`src/rtl/i2c_codec_pkg.sv`:
```
// Shared definitions for the I2C codec register responder.
// Holds the controller state encoding, the address whose write restores all
// registers to their power-on values, and the power-on value table.
package i2c_codec_pkg;

  typedef enum logic [2:0] {
    StIdle,
    StAddr,
    StAckA,
    StByte1,
    StAck1,
    StByte2,
    StAck2,
    StWaitStop
  } state_e;

  // A write to this register address reloads every register with its default.
  localparam logic [6:0] RstRegAddr = 7'h0F;

  // Power-on value of register idx; registers beyond R7 default to zero.
  function automatic logic [8:0] reg_default(input int unsigned idx);
    logic [8:0] v;
    case (idx)
      0, 1:    v = 9'h097;
      2, 3:    v = 9'h079;
      4:       v = 9'h00A;
      5:       v = 9'h008;
      6:       v = 9'h09F;
      7:       v = 9'h00A;
      default: v = 9'h000;
    endcase
    return v;
  endfunction

endpackage

```
`src/rtl/i2c_codec_responder_if.sv`:
```
// I2C pad-side bundle for the codec responder.
//   i2c_sclk    : clock from the bus initiator (asynchronous to clk)
//   i2c_sdat_in : SDA as read back from the pad (asynchronous to clk)
//   i2c_sdat_oe : 1 = responder pulls SDA low, 0 = released (open-drain)
// master modport: the bus initiator side; slave modport: the responder.
interface i2c_codec_responder_if;
  logic i2c_sclk;
  logic i2c_sdat_in;
  logic i2c_sdat_oe;

  modport master (
    output i2c_sclk,
    output i2c_sdat_in,
    input  i2c_sdat_oe
  );

  modport slave (
    input  i2c_sclk,
    input  i2c_sdat_in,
    output i2c_sdat_oe
  );
endinterface

```
`src/rtl/i2c_sync_edge.sv`:
```
// Two-flop synchronizer plus one history flop for a single I2C line.
//   clk, reset_n : system clock, synchronous active-low reset
//   i_line       : asynchronous line input
//   o_level      : synchronized level
//   o_rise/o_fall: one-cycle pulses on synchronized edges
// Reset loads ones so an idle (pulled-up) bus produces no spurious edges.
module i2c_sync_edge (
  input  logic clk,
  input  logic reset_n,
  input  logic i_line,
  output logic o_level,
  output logic o_rise,
  output logic o_fall
);

  logic [2:0] r_sync;

  always_ff @(posedge clk) begin
    if (!reset_n) begin
      r_sync <= 3'b111;
    end else begin
      r_sync <= {r_sync[1:0], i_line};
    end
  end

  assign o_level = r_sync[1];
  assign o_rise  = r_sync[1] & ~r_sync[2];
  assign o_fall  = ~r_sync[1] & r_sync[2];

endmodule

```
`src/rtl/i2c_codec_responder.sv`:
```
// Write-only I2C target holding NREGS 9-bit codec registers.
//   clk, reset_n : system clock, synchronous active-low reset
//   bus          : I2C pad bundle (slave modport)
//   rd_addr/rd_data : combinational register readback (0 when out of range)
//   wr_strobe/wr_addr/wr_data : one-cycle pulse and held copy of last commit
//   busy         : transaction in progress (START seen, no STOP/IDLE yet)
//   nack_count   : saturating count of read requests that were refused
// Each 16-bit word is {reg_addr[6:0], data[8]} then data[7:0]; the word commits
// when the ACK after its second byte is released.
module i2c_codec_responder
  import i2c_codec_pkg::*;
#(
  parameter logic [6:0]  DEV_ADDR = 7'h1A,
  parameter int unsigned NREGS    = 16
) (
  input  logic                  clk,
  input  logic                  reset_n,
  i2c_codec_responder_if.slave  bus,
  input  logic [6:0]            rd_addr,
  output logic [8:0]            rd_data,
  output logic                  wr_strobe,
  output logic [6:0]            wr_addr,
  output logic [8:0]            wr_data,
  output logic                  busy,
  output logic [7:0]            nack_count
);

  logic w_scl_level, w_scl_rise, w_scl_fall;
  logic w_sda_level, w_sda_rise, w_sda_fall;
  logic w_start, w_stop;

  i2c_sync_edge u_sync_scl (
    .clk     (clk),
    .reset_n (reset_n),
    .i_line  (bus.i2c_sclk),
    .o_level (w_scl_level),
    .o_rise  (w_scl_rise),
    .o_fall  (w_scl_fall)
  );

  i2c_sync_edge u_sync_sda (
    .clk     (clk),
    .reset_n (reset_n),
    .i_line  (bus.i2c_sdat_in),
    .o_level (w_sda_level),
    .o_rise  (w_sda_rise),
    .o_fall  (w_sda_fall)
  );

  assign w_start = w_sda_fall & w_scl_level;
  assign w_stop  = w_sda_rise & w_scl_level;

  state_e     r_state, w_state_d;
  logic [3:0] r_bit_cnt, w_bit_cnt_d;
  logic [7:0] r_shift, w_shift_d;
  logic [6:0] r_word_addr, w_word_addr_d;
  logic       r_word_msb, w_word_msb_d;
  logic [7:0] r_word_lo, w_word_lo_d;
  logic       w_commit;
  logic       w_nack;

  always_ff @(posedge clk) begin
    if (!reset_n) begin
      r_state     <= StIdle;
      r_bit_cnt   <= '0;
      r_shift     <= '0;
      r_word_addr <= '0;
      r_word_msb  <= 1'b0;
      r_word_lo   <= '0;
    end else begin
      r_state     <= w_state_d;
      r_bit_cnt   <= w_bit_cnt_d;
      r_shift     <= w_shift_d;
      r_word_addr <= w_word_addr_d;
      r_word_msb  <= w_word_msb_d;
      r_word_lo   <= w_word_lo_d;
    end
  end

  always_comb begin
    w_state_d     = r_state;
    w_bit_cnt_d   = r_bit_cnt;
    w_shift_d     = r_shift;
    w_word_addr_d = r_word_addr;
    w_word_msb_d  = r_word_msb;
    w_word_lo_d   = r_word_lo;
    w_commit      = 1'b0;
    w_nack        = 1'b0;
    if (w_stop) begin
      w_state_d = StIdle;
    end else if (w_start) begin
      // Repeated START also lands here and drops any partial word.
      w_state_d   = StAddr;
      w_bit_cnt_d = '0;
    end else begin
      unique case (r_state)
        StAddr, StByte1, StByte2: begin
          if (w_scl_rise && (r_bit_cnt != 4'd8)) begin
            w_shift_d   = {r_shift[6:0], w_sda_level};
            w_bit_cnt_d = r_bit_cnt + 4'd1;
          end else if (w_scl_fall && (r_bit_cnt == 4'd8)) begin
            // Falling edge ending bit 8: decide and drive the ACK slot.
            w_bit_cnt_d = '0;
            if (r_state == StAddr) begin
              if (r_shift == {DEV_ADDR, 1'b0}) begin
                w_state_d = StAckA;
              end else begin
                w_nack    = (r_shift == {DEV_ADDR, 1'b1});
                w_state_d = StWaitStop;
              end
            end else if (r_state == StByte1) begin
              w_word_addr_d = r_shift[7:1];
              w_word_msb_d  = r_shift[0];
              w_state_d     = StAck1;
            end else begin
              w_word_lo_d = r_shift;
              w_state_d   = StAck2;
            end
          end
        end
        StAckA: if (w_scl_fall) w_state_d = StByte1;
        StAck1: if (w_scl_fall) w_state_d = StByte2;
        StAck2: begin
          if (w_scl_fall) begin
            w_state_d = StByte1;
            w_commit  = 1'b1;
          end
        end
        default: ;  // StIdle and StWaitStop only leave on START/STOP
      endcase
    end
  end

  assign bus.i2c_sdat_oe = (r_state == StAckA) || (r_state == StAck1) || (r_state == StAck2);
  assign busy            = (r_state != StIdle);

  logic [8:0] r_regs [NREGS];
  logic       r_wr_strobe;
  logic [6:0] r_wr_addr;
  logic [8:0] r_wr_data;
  logic [7:0] r_nack_count;

  always_ff @(posedge clk) begin
    if (!reset_n) begin
      r_wr_strobe  <= 1'b0;
      r_wr_addr    <= '0;
      r_wr_data    <= '0;
      r_nack_count <= '0;
      for (int unsigned i = 0; i < NREGS; i++) r_regs[i] <= reg_default(i);
    end else begin
      r_wr_strobe <= w_commit;
      if (w_commit) begin
        r_wr_addr <= r_word_addr;
        r_wr_data <= {r_word_msb, r_word_lo};
      end
      if (w_nack && (r_nack_count != 8'hFF)) r_nack_count <= r_nack_count + 8'd1;
      for (int unsigned i = 0; i < NREGS; i++) begin
        if (w_commit) begin
          if (r_word_addr == RstRegAddr) begin
            r_regs[i] <= reg_default(i);
          end else if (r_word_addr == 7'(i)) begin
            r_regs[i] <= {r_word_msb, r_word_lo};
          end
        end
      end
    end
  end

  always_comb begin
    rd_data = '0;
    for (int unsigned i = 0; i < NREGS; i++) begin
      if (rd_addr == 7'(i)) rd_data = r_regs[i];
    end
  end

  assign wr_strobe  = r_wr_strobe;
  assign wr_addr    = r_wr_addr;
  assign wr_data    = r_wr_data;
  assign nack_count = r_nack_count;

endmodule

```
`src/flat_wrapper.sv`:
```
// flat-port wrapper written by rule: the top's interface ports become plain ports
module i2c_codec_responder_flat import i2c_codec_pkg::*;
#(
  parameter logic [6:0]  DEV_ADDR = 7'h1A,
  parameter int unsigned NREGS    = 16
)
  (clk, reset_n, rd_addr, rd_data, wr_strobe, wr_addr, wr_data, busy, nack_count, bus_i2c_sclk, bus_i2c_sdat_in, bus_i2c_sdat_oe);
  i2c_codec_responder_if bus_i ();
  input  logic clk;
  input  logic reset_n;
  input  logic [6:0] rd_addr;
  output logic [8:0] rd_data;
  output logic wr_strobe;
  output logic [6:0] wr_addr;
  output logic [8:0] wr_data;
  output logic busy;
  output logic [7:0] nack_count;
  input wire logic [$bits(bus_i.i2c_sclk)-1:0] bus_i2c_sclk;
  input wire logic [$bits(bus_i.i2c_sdat_in)-1:0] bus_i2c_sdat_in;
  output wire logic [$bits(bus_i.i2c_sdat_oe)-1:0] bus_i2c_sdat_oe;
  assign bus_i.i2c_sclk = bus_i2c_sclk;
  assign bus_i.i2c_sdat_in = bus_i2c_sdat_in;
  assign bus_i2c_sdat_oe = bus_i.i2c_sdat_oe;
  i2c_codec_responder #(.DEV_ADDR(DEV_ADDR), .NREGS(NREGS)) u_core (.clk(clk), .reset_n(reset_n), .bus(bus_i), .rd_addr(rd_addr), .rd_data(rd_data), .wr_strobe(wr_strobe), .wr_addr(wr_addr), .wr_data(wr_data), .busy(busy), .nack_count(nack_count));
endmodule
```
`config.mk`:
```
export PLATFORM = sky130hd
export DESIGN_NAME = i2c_codec_responder_flat
export DESIGN_NICKNAME = d
export VERILOG_FILES = /design/src/rtl/i2c_codec_pkg.sv /design/src/rtl/i2c_codec_responder_if.sv /design/src/rtl/i2c_sync_edge.sv /design/src/rtl/i2c_codec_responder.sv /design/src/flat_wrapper.sv
export SDC_FILE = /design/constraint.sdc
export NUM_CORES = 1
export LEC_CHECK = 0
export CORE_MARGIN = 2
export CORE_UTILIZATION = 55
export CTS_BUF_LIST = sky130_fd_sc_hd__clkbuf_8
export DETAILED_ROUTE_END_ITERATION = 6
export PLACE_DENSITY = 0.79
export SETUP_SLACK_MARGIN = 0.1
export SLEW_MARGIN = 20
export SYNTH_ARGS = -nofsm -noshare
export SYNTH_HDL_FRONTEND = slang
export SYNTH_SLANG_ARGS = --single-unit
```
`constraint.sdc`:
```
create_clock -name clk -period 3.4 [get_ports clk]
set_clock_uncertainty 0.2 [all_clocks]
set_input_delay 0.34 -clock clk [delete_from_list [all_inputs] [get_ports clk]]
set_output_delay 0.34 -clock clk [all_outputs]
set_load 0.02 [all_outputs]
```
==> flow_summary.rst <==
.. list-table::
   :header-rows: 1

   * - Metric
     - Value
   * - Most used flip-flop cell after synthesis
     - sky130_fd_sc_hd__edfxtp_1
   * - Cell family contributing the most delay on the critical path
     - buffers and inverters
   * - Avg Cell Area, Syn
     - roughly 11 sq um
   * - Worst slack at placement
     - about 0.15 ns
   * - Weighted congestion reported at the end of routability-driven placement
     - 0.935
   * - Number of DRC markers in iteration 0
     - approximately 800
   * - Via total after detailed routing
     - about 6600
   * - Launching element type of the critical path
     - input port
   * - Status
     - complete, no violations
   * - Die width
     - 132 microns
   * - Max H-tree Level
     - 4
   * - Longest Clk Path Bufs
     - 2
   * - Avg WL per Cell
     - roughly 20 microns
   * - Worst Hold Class
     - flop to flop
   * - Synth cell types
     - between 50 and 60
   * - Global-route track usage on met1
     - 0.353
   * - Pin count of the biggest net entering global routing
     - 49
   * - Instance count on the critical path
     - 8
   * - Antenna violations before repair
     - 1
   * - Flip-flop and latch area
     - around 5300 sq um
   * - Initial core utilization
     - 0.567
   * - Relative slew slack
     - 0.425
   * - Clock network latency to the later pin of the worst-skew pair
     - 0.48 ns
   * - Count of clock tree sinks
     - approximately 200
   * - Floorplan Core Area
     - 16000 sq um
   * - Number of buffers inserted by hold repair at cts
     - 0
   * - Nets
     - 885
   * - Root buffer cell
     - sky130_fd_sc_hd__clkbuf_8
   * - Share of the cycle needed by the critical path after routing
     - 0.940
   * - Combined area of all synthesized cells
     - 9070 sq um
   * - Final Non-Filler Cells
     - 1100
   * - Number of gates resized after CTS
     - 0
   * - Grt ovf
     - 0
   * - CTS tree
     - yes
   * - Number of standard cells after synthesis
     - about 800
   * - Area growth syn-to-layout
     - 13.6%
   * - Crit path required time
     - 2.86 ns
   * - Number of pins exceeding their max-slew limit in the final report
     - 0
   * - Maximum vdd ir drop
     - between 0.2 and 0.3 mV
   * - Critical path class
     - input port to output pin
   * - Final number of setup-violating endpoints
     - 0
   * - WHS Path Cells
     - 1
   * - Largest stage delay on the critical path
     - approximately 0.53 ns
   * - Warnings, synthesis
     - 0
   * - Number of buffer and inverter instances along the worst setup path
     - 3
   * - Cell count after placement
     - 1068
   * - Worst hold margin
     - around 0.22 ns
   * - Post-CTS setup buffer count
     - 0
   * - Sequential fraction of the synthesis area
     - 0.584
   * - Ys async rst share
     - 0
   * - Global-route wire length before repair
     - about 35000 microns
   * - Transition time at the pin with the least slew margin
     - around 0.86 ns
   * - Element type at the critical path end
     - output pin
   * - Final critical delay including setup and external delays
     - about 3.2 ns
   * - Highest-delay cell along the critical path
     - sky130_fd_sc_hd__clkdlybuf4s50_1
   * - Cell area reported after detailed placement
     - approximately 9900 sq um
   * - Post-route cell area
     - 10300 sq um
   * - Achievable frequency
     - 0.313 GHz
   * - Hold violation count in the final report
     - 0
   * - Most heavily used metal layer in global routing
     - met2
   * - Number of routed nets with antenna violations
     - 0
   * - Highest-count cells in the layout ignoring fill and taps
     - sky130_fd_sc_hd__edfxtp_1 (135), sky130_fd_sc_hd__and2_1 (107), sky130_fd_sc_hd__nand2_1 (85), sky130_fd_sc_hd__dfxtp_1 (62), sky130_fd_sc_hd__a21oi_1 (58)
   * - Area of the die
     - approximately 18000 sq um
   * - Buffers added on ports
     - 46
   * - Setup repair after global routing missed its margin
     - no
   * - Fin worst setup slack
     - around 0.20 ns
   * - Fillers
     - between 1000 and 1500
   * - Crit path arrival time
     - about 2.7 ns
   * - Cell depth of the worst flop-to-flop path
     - 6
   * - Total Power Consumption
     - roughly 4.5 mW
   * - Register bit total from synthesis
     - ~200
   * - Standard-cell row count
     - 46
   * - Half-perimeter wire length after detailed placement
     - between 15000 and 20000 microns
   * - Number of flops mapped to enable cells by yosys
     - between 100 and 150
   * - Chip Height
     - 132 microns
   * - Cell-by-cell listing of the critical path
     - clkdlybuf4s50_1 -> buf_4 -> nor4b_1 -> a21oi_1 -> a22o_1 -> a22o_1 -> a32o_1 -> clkdlybuf4s50_1
   * - Area of combinational cells with multiple inputs
     - about 3500 sq um
   * - Post-Syn Nets
     - between 800 and 900
   * - Fraction of layout cells with a size suffix above 1
     - 0.115
   * - Total routing resource utilization after global routing
     - 0.261
   * - IO Pins
     - between 40 and 50
   * - GRT met2 Usage
     - 0.410
   * - Overall routed net length
     - approximately 22000 microns
   * - Via/cell ratio
     - 6.03
   * - Diodes inserted
     - 0
   * - TritonCTS Buffers
     - 17
   * - Static Leak
     - between 3 and 4 nW
   * - Post-Route Utilization
     - 0.644
   * - Final sum of negative setup slack
     - 0 ns
   * - Maximum capacitance violations
     - 0
   * - Most common library cell in the layout ignoring fill and taps
     - sky130_fd_sc_hd__edfxtp_1
   * - PwrDens
     - 434 nW/um^2
   * - Detailed Routing Iterations Pass 1
     - 6
   * - Vias in the first global route
     - 6438
   * - Max FO, Critical Path
     - 22
   * - Clock input transition at the sequential cells of the worst setup and hold paths
     - 0.09 ns
   * - Met3 Resource Use GR
     - 0.0573
   * - Number of remaining DRC errors
     - 0
==> final timing paths <==
kind / from / to / slack, ns
worst max-delay path: rd_addr[2] / rd_data[0] / 0.20
worst max register to register: u_core.r_state[0] / u_core.r_regs[0][26] / 0.57
worst min register to register: u_core.u_sync_scl.r_sync[0] / u_core.u_sync_scl.r_sync[1] / 0.22
worst min-delay path: u_core.u_sync_scl.r_sync[0] / u_core.u_sync_scl.r_sync[1] / 0.22
==> state kept, by name, summed over array words and instances, names as in the netlist <==
register,count
u_core.r_state,3
u_core.wr_strobe,1
u_core.wr_addr,7
u_core.r_bit_cnt,4
u_core.r_regs,135
u_core.r_word_msb,1
u_core.r_shift,8
u_core.wr_data,9
u_core.r_word_addr,7
u_core.nack_count,8
u_core.u_sync_sda.r_sync,3
u_core.u_sync_scl.r_sync,3
u_core.r_word_lo,8
==> area by class of cell <==
type	count	share of cell area
clock buffer	20	0.0267
inverter	13	0.00474
clock inverter	12	0.0124
multi-input combinational	557	0.342
sequential	197	0.514
tap	216	0.0262
timing repair buffer	85	0.0737
==> logic make-up after synthesis <==
logic type                 count (synthesis)  synth area share
and+or+nand+nor                          345             0.207
DFF                                      197             0.584
AOI/OAI and AO/OA                        163             0.108
xor gates and xnor gates                   6           0.00580
adders and majority gates                  3           0.00414
buffers and inverters                     67            0.0286
muxes                                     40            0.0618
==> Yosys cell counts, types with 3 or more instances <==
cell type,n,area [sq um]
sky130_fd_sc_hd__xnor2_1,5,43.8
sky130_fd_sc_hd__a32o_1,3,30.0
sky130_fd_sc_hd__nor2_1,42,158
sky130_fd_sc_hd__inv_1,12,45.0
sky130_fd_sc_hd__o221ai_1,3,26.3
sky130_fd_sc_hd__nand2_1,85,319
sky130_fd_sc_hd__o22ai_1,7,43.8
sky130_fd_sc_hd__a31oi_1,8,50.1
sky130_fd_sc_hd__nand3_1,11,55.1
sky130_fd_sc_hd__nand4_1,3,18.8
sky130_fd_sc_hd__and3_1,4,25.0
sky130_fd_sc_hd__a211oi_1,7,52.6
sky130_fd_sc_hd__buf_2,6,30.0
sky130_fd_sc_hd__clkbuf_1,45,169
sky130_fd_sc_hd__nor2b_1,4,25.0
sky130_fd_sc_hd__nor3_1,11,55.1
sky130_fd_sc_hd__or3_1,39,244
sky130_fd_sc_hd__ha_1,3,37.5
sky130_fd_sc_hd__dfxtp_1,62,1240
sky130_fd_sc_hd__o21ai_0,44,220
sky130_fd_sc_hd__nand3b_1,4,30.0
sky130_fd_sc_hd__buf_1,3,11.3
sky130_fd_sc_hd__o211ai_1,10,75.1
sky130_fd_sc_hd__a21oi_1,58,290
sky130_fd_sc_hd__or3b_1,3,26.3
sky130_fd_sc_hd__edfxtp_1,135,4050
sky130_fd_sc_hd__and2_1,108,676
sky130_fd_sc_hd__mux2_2,8,90.1
sky130_fd_sc_hd__a22o_1,3,26.3
sky130_fd_sc_hd__mux4_2,12,270
sky130_fd_sc_hd__nand2b_1,15,93.8
sky130_fd_sc_hd__a21o_1,4,30.0
sky130_fd_sc_hd__mux2i_1,20,200
==> per-layer routing <==
metal  vias to the layer above  share of wire  wire length, microns
met5                         -        0.00045                    10
met4                         2          0.032                   699
met3                        59          0.078                  1710
met2                       295           0.47                 10400
met1                      3210           0.42                  9210
li1                       3070              -                     -
==> where the power goes <==
part,switching [mW],leakage (nW),internal (mW)
Clock,0.812,0.213,0.713
Combinational,0.182,1.42,0.120
Sequential,0.0301,1.74,2.61
Total,1.02,3.38,3.45
==> worst register-to-register path, cell delays in order (launching register included) <==
cell and delay [ns]:
sky130_fd_sc_hd__dfxtp_1 0.41, sky130_fd_sc_hd__and4bb_2 0.40, sky130_fd_sc_hd__nand3_1 0.23, sky130_fd_sc_hd__or3_1 0.61, sky130_fd_sc_hd__buf_4 0.27, sky130_fd_sc_hd__o21ai_0 0.22
sky130_fd_sc_hd__buf_4 0.21
Power figures use the tool's default switching activity.
